File: src/rtl/rr_arb_pkg.sv
// rr_arb_pkg: shared sizes and state encoding for the round-robin decode arbiter
package rr_arb_pkg;
  localparam int N_REQ = 8;
  localparam int IDX_W = 3;
  typedef enum logic {ST_IDLE, ST_GRANT} state_t;
endpackage

File: src/rtl/decoder3to8.sv
// decoder3to8: binary select to one-hot output
module decoder3to8 (
  input  logic [2:0] sel,
  output logic [7:0] Y
);
  assign Y = 8'd1 << sel;
endmodule

File: src/rtl/rr_decode_arbiter.sv
// rr_decode_arbiter: 8-way round-robin arbiter with registered index, decoded grant and hold limit
module rr_decode_arbiter
  import rr_arb_pkg::*;
#(
  parameter int MAX_HOLD = 15,
  parameter int HCW = (MAX_HOLD == 0) ? 1 : $clog2(MAX_HOLD + 1)
) (
  input  logic             clk,
  input  logic             rst,
  input  logic [N_REQ-1:0] req,
  input  logic             done,
  output logic [N_REQ-1:0] grant,
  output logic             grant_valid,
  output logic [IDX_W-1:0] grant_idx,
  output logic             timeout
);
  state_t state, state_n;
  logic [IDX_W-1:0] ptr, ptr_n, idx_n;
  logic [HCW-1:0] hold_cnt, cnt_n;
  logic [N_REQ-1:0] dec;
  logic to_n, rel_to, rel;
  // Scan downward so the lowest offset from ptr is written last and wins.
  function automatic logic [IDX_W-1:0] rr_pick(input logic [N_REQ-1:0] r, input logic [IDX_W-1:0] p);
    logic [IDX_W-1:0] w;
    w = '0;
    for (int k = N_REQ - 1; k >= 0; k--)
      if (r[p + IDX_W'(k)]) w = p + IDX_W'(k);
    return w;
  endfunction
  assign rel_to = (MAX_HOLD != 0) && (hold_cnt == HCW'(MAX_HOLD - 1));
  assign rel = done || !req[grant_idx] || rel_to;
  always_comb begin
    state_n = state;
    idx_n = grant_idx;
    ptr_n = ptr;
    cnt_n = hold_cnt;
    to_n = 1'b0;
    if (state == ST_IDLE) begin
      if (|req) begin
        state_n = ST_GRANT;
        idx_n = rr_pick(req, ptr);
        cnt_n = '0;
      end
    end else if (rel) begin
      state_n = ST_IDLE;
      ptr_n = grant_idx + 3'd1;
      to_n = rel_to && !done && req[grant_idx];
    end else begin
      cnt_n = (hold_cnt == HCW'(MAX_HOLD)) ? hold_cnt : hold_cnt + 1'b1;
    end
  end
  always_ff @(posedge clk) begin
    if (rst) begin
      state <= ST_IDLE;
      grant_idx <= '0;
      ptr <= '0;
      hold_cnt <= '0;
      timeout <= 1'b0;
    end else begin
      state <= state_n;
      grant_idx <= idx_n;
      ptr <= ptr_n;
      hold_cnt <= cnt_n;
      timeout <= to_n;
    end
  end
  decoder3to8 u_dec (.sel(grant_idx), .Y(dec));
  assign grant_valid = (state == ST_GRANT);
  assign grant = dec & {N_REQ{grant_valid}};
endmodule

File: config.mk
export PLATFORM = sky130hd
export DESIGN_NAME = rr_decode_arbiter
export DESIGN_NICKNAME = d
export VERILOG_FILES = /design/src/rtl/rr_arb_pkg.sv /design/src/rtl/decoder3to8.sv /design/src/rtl/rr_decode_arbiter.sv
export SDC_FILE = /design/constraint.sdc
export NUM_CORES = 1
export LEC_CHECK = 0
export ABC_AREA = 1
export BUFFER_PORTS_ARGS = -buffer_cell sky130_fd_sc_hd__buf_4
export CORE_MARGIN = 4
export CORE_UTILIZATION = 44
export CTS_CLUSTER_SIZE = 14
export DETAILED_ROUTE_END_ITERATION = 8
export MAX_ROUTING_LAYER = met4
export PLACE_DENSITY = 0.68
export SLEW_MARGIN = 20
export SYNTH_ARGS = -nofsm -noshare
export SYNTH_HDL_FRONTEND = slang
export SYNTH_SLANG_ARGS = --single-unit
File: constraint.sdc
create_clock -name clk -period 6.3 [get_ports clk]
set_input_delay 0.315 -clock clk [delete_from_list [all_inputs] [get_ports clk]]
set_output_delay 0.315 -clock clk [all_outputs]
set_load 0.05 [all_outputs]
Word-level counts from Yosys, hierarchy flattened
Index checks and enable logic that the tools add are counted.

Bits in registers: 12. Output and inout bits: 13. Logic and storage cells: 76. Input bits: 11.

Eq/ne operators: 4. Shift-type cells: 1. Add/subtract/negate cells: 9. Reductions and logical operators: 12. $lt $le $gt $ge: 9. Bitwise operators: 3. Multiplexer cells: 33.

Operator list (number): less-than comparator 3 x 4 -> 1 bit (second input constant) (9); binary-select mux 1 bit (select 3 bit) (9); 2-to-1 mux 3 bit (8); 2-to-1 mux 4 bit (4); adder 3 bit (second input constant) (4); 2-to-1 mux 1 bit (12); bitwise AND 8 bit (1); equality test 4 bit (second input constant) (2); OR reduction 8 bit (1); left shift 1 x 3 -> 8 bit (first input constant) (1); adder 3 x 1 -> 3 bit (second input constant) (2); adder 3 x 2 -> 3 bit (second input constant) (2); adder 4 x 1 -> 4 bit (second input constant) (1); != test 2 bit (second input constant) (2); AND reduction 2 bit (2); AND reduction 3 bit (1); OR reduction 3 bit (1); logical AND 1 bit (2); logical NOT 1 bit (2); logical OR 1 bit (2); inverter 1 bit (2); nonzero test 2 bit (1).

Depth between registers and ports, before layout
Word-level depth: 11. Gate-level depth with buffers: 20. Depth with buffers taken out: 18.

Cells and area by module
From an unflattened synthesis, not the netlist that was laid out.

Cells, all modules: 254. Area, all modules: 1530.2 µm².

Modules (own cells, without submodules): rr_decode_arbiter (cells an instance 239, area each 1473.9 µm², instances 1, sequential area each 240.2 µm²); decoder3to8 (cells an instance 15, area each 56.3 µm², instances 1, sequential area each 0.0 µm²).

Least setup slack after synthesis
No wires, ideal clock.

Path type: flip-flop to output port. Start point: register state (netlist: grant_valid). End point: output grant[4]. Path buffers: 1. Required time: 5.985 ns. Path slack: 4.280 ns. Arrival time: 1.705 ns. Cell stages (with the launch flop): 4. Cell sequence: dfxtp_1 -> clkbuf_1 -> nand2_1 -> nor2_1.

Word-level cells in the longest chain between the ends: 1.

Ends and longest elaborated chain: start: declaration (line rr_decode_arbiter.sv:17) `state_t state, state_n;`; start signal: assignment (line rr_decode_arbiter.sv:60) `state <= state_n;`; bitwise AND 8 bit (line rr_decode_arbiter.sv:69) `assign grant = dec & {N_REQ{grant_valid}};`; end: declaration (line rr_decode_arbiter.sv:12) `output logic [N_REQ-1:0] grant,`.

No other way between the ends.

Worst setup path after layout
Start point: register ptr[0]. End point: register grant_idx[1].

Word-level cells in the longest chain between the ends: 11. Elaborated cells between the ends (all ways): 31. Classes of those cells: add/sub: 7; mux: 24.

Ends and longest elaborated chain: start: declaration (line rr_decode_arbiter.sv:18) `logic [IDX_W-1:0] ptr, ptr_n, idx_n;`; start signal: assignment (line rr_decode_arbiter.sv:62) `ptr <= ptr_n;`; adder 3 bit (line rr_decode_arbiter.sv:27) `if (r[p + IDX_W'(k)]) w = p + IDX_W'(k);`; binary-select mux 1 bit (select 3 bit) (line rr_decode_arbiter.sv:27); 2-to-1 mux 1 bit (not written as such) (line rr_decode_arbiter.sv:27); 2-to-1 mux 3 bit (7 in a row) (line rr_decode_arbiter.sv:27); 2-to-1 mux 3 bit * (line rr_decode_arbiter.sv:27); end signal: assignment (line rr_decode_arbiter.sv:61) `grant_idx <= idx_n;`; end: declaration (line rr_decode_arbiter.sv:14) `output logic [IDX_W-1:0] grant_idx,`.

Every way passes the cells marked *; elsewhere a longest branch is shown, timed or not. The select of a mux whose other input is x is not followed. A chain may end at the register's enable or synchronous reset.

==> results.toml <==
[route]
wirelength_mm = 3.51
first_pass_iters = 4
ant_nets = 0
vias = 1531
avgViaCountPerCell = 4.94
wl_per_cell_microns = 11.3
route.detailed.drc = 0
drtIter0Drc = 111

[sta]
final-setup-viol-count = 0
max_freq_mhz = 429
clock_skew_ns = 0.00310
worstMarginPinSlew_ns = 0.396
layout_setup_ws_ns = 3.97
rsz0062_at_grt = "false"
hold_violations = 0
fin_crit_sh = 0.370
fin_crit_ns = 2.33
finalSetupTns_ns = 0
drv_slew = 0
relSlewSlack = 0.736

[setup_path]
end_kind = "flop"
regToRegEndpoint = "grant_idx[1]"
cp_data_arrival_time_ns = 2.51
cp.buffers_inverters = 2
reg2reg_slack_ns = 3.97
r2r_start = "ptr[0]"
critPathTopFamily = "simple AND/OR/NAND/NOR gates"
rr_worst_depth = 15
startpoint_type = "flop"
crit_start = "ptr[0]"
cpMostUsedCell = "nand2_1"
required_ns = 6.48
crit_type = "flop to flop"
crit_fanout = 12
slowest_delay_ns = 0.56
path_cells = "inv_6 > ha_1 > inv_2 > nand3_4 > nand3_2 > nand2_4 > nor2_1 > nand2_1 > nand3_1 > nand2_1 > nand2_1 > nand2_1 > nand2_1 > nand2_1 > nand2_1"
slowest_stage = "dfxtp_1"

[clocking]
numCtsBuffers = 3
clkLatencyLatePin_ns = 0.28
cts_resized = 0
cts_buffer_depth = 2
clock-sinks = 12
clk_pin_slew_ns = 0.08
cts_tree = "built"
root_buffer = "clkbuf_4"
cts_setup_buffers = 0
hold_buffers = 0
htreeDepth = 1

[synth]
yosys_warnings = 0
synth_fp_nets = 265
synth_cell_types = 26
synth_area_per_cell_sq_um = 6.34
synth_top_area_frac = 0.192
synth_cells = 244
ys_ff_latch = 12
ys_seq_area_frac = 0.155
netlist_area_sq_um = 1550
synth_area_leaders = "nand2_1 (19%), dfxtp_1 (16%), nand3_2 (9.7%)"
synth_top_area_cell = "nand2_1"

[power_and_ir_drop]
p_comb_frac = 0.734
power_frac_seq = 0.180
ir_worst_vdd_mv = 0.225
finalPower_mw = 0.728
p_switching_mw = 0.422
power.density_nw_per_um2 = 419
leakagePower_nw = 0.927
p_int_mw = 0.305
switching_share = 0.580
p_clk_frac = 0.086

[grt]
grt_max_degree = 13
grt_pass1_wl_mm = 6.42
antenna_found_initial = 0
gr-total-overflow = 0
grtUsageTotal = 0.185
grt_pass1_vias = 1461

[layout]
stdcell_count = 310
post-route-util = 0.517
fin_nets = 286
antenna_cells = 0
area_growth_pct = 12.3
drive_above_1_share = 0.239

[place]
dp_cells = 306
pre_cts_slack_ns = 3.98
gp_congestion = 0.846
dp_hpwl_mm = 2.86
portBuffers = 23

[floorplanning]
initial_core_util = 0.460
num_rows = 21
die_x_microns = 67.3
die_h_microns = 67.3
pin_count = 24
dieArea_sq_um = 4530
coreArea_sq_um = 3360

[hold_path]
hp-class = "input port to flop"
worstHoldPathCells = 2
hold_end = "hold_cnt[3]"
worst_hold_startpoint = "rst"

[run_status]
status = "complete, no violations"

[run]
maxCapViolations = 0
state kept, by name, indices dropped and copies added, names as in the netlist:
name and cells:
grant_idx 3, grant_valid 1, hold_cnt 4, ptr 3, timeout 1
cells in the mapped netlist (all sizes together):
cell and number:
o21ai 11, clkbuf 1, nor4 3, buf 6
and3 2, a21oi 14, nor2 21, a31oi 2
ha 10, dfxtp 12, inv 31, xor2 2
nand2 88, nand3 39, xnor2 2
cells in the final DEF (no fill, tap or decap), drive strengths merged:
cell type / synthesis / routed
a21oi: 14 / 14
a31oi: 2 / 2
and3: 2 / 2
buf: 6 / 23
clkbuf: 1 / 4
dfxtp: 12 / 12
ha: 10 / 10
inv: 31 / 31
nand2: 88 / 88
nand3: 39 / 39
nor2: 21 / 21
nor4: 3 / 3
o21ai: 11 / 11
xnor2: 2 / 2
xor2: 2 / 2
layer usage:
metal  part of all wire  global-route usage  wire length, microns
met1               0.50               0.247                  1760
met4              0.024              0.0759                    85
met3              0.028              0.0183                   100
met2               0.45               0.285                  1570
met5                  0                   -                     0
logic make-up (layout without fill, tap and decap cells):
group | after synthesis | count (layout) | share of synthesized area
DFF | 12 | 12 | 0.155
AOI/OAI and AO/OA | 27 | 27 | 0.0913
adders and majority gates | 10 | 10 | 0.0808
and+or+nand+nor | 153 | 153 | 0.521
xor gates and xnor gates | 4 | 4 | 0.0226
buffers and inverters | 38 | 58 | 0.129
layout make-up:
cell class	count	area (sq um)
flip-flops and latches	12	240
multi-input cells	194	1110
well taps	46	57.6
inverters	31	124
repair buffers	23	173
fillers	382	1630
clock buffers	4	36.3
through the flow:
stage / hold slack (ns) / area (sq um)
global route: 0.228 / 1740
CTS: 0.229 / 1740
finish: 0.231 / 1740
floorplan: 0.384 / 1550
global placement: 0.482 / 1700
detailed placement: 0.492 / 1700
how the worst max path moves through the flow:
stage	end	slack, ns	cells after the start
floorplan	grant[4]	4.28	3
global placement	grant_idx[1]	4.02	15
detailed placement	grant_idx[1]	3.98	15
CTS	grant_idx[1]	3.97	15
global route	grant_idx[1]	3.76	15
finish	grant_idx[1]	3.97	15
power groups by stage:
stage                     logic, mW  registers, mW  clock network [mW]
final                         0.534          0.131              0.0629
after global placement        0.532          0.133                   0
after floorplan               0.433          0.142                   0
after detailed placement      0.530          0.133                   0
after CTS                     0.534          0.131              0.0643
after global routing          0.615          0.136              0.0688
worst register-to-register path, delay by kind of cell, from the launching register on:
family	cells	cell delay, ns
buffers and inverters	2	0.30
adders and majority gates	1	0.55
and+or+nand+nor	12	0.84
DFF	1	0.56
Power figures use the tool's default switching activity.
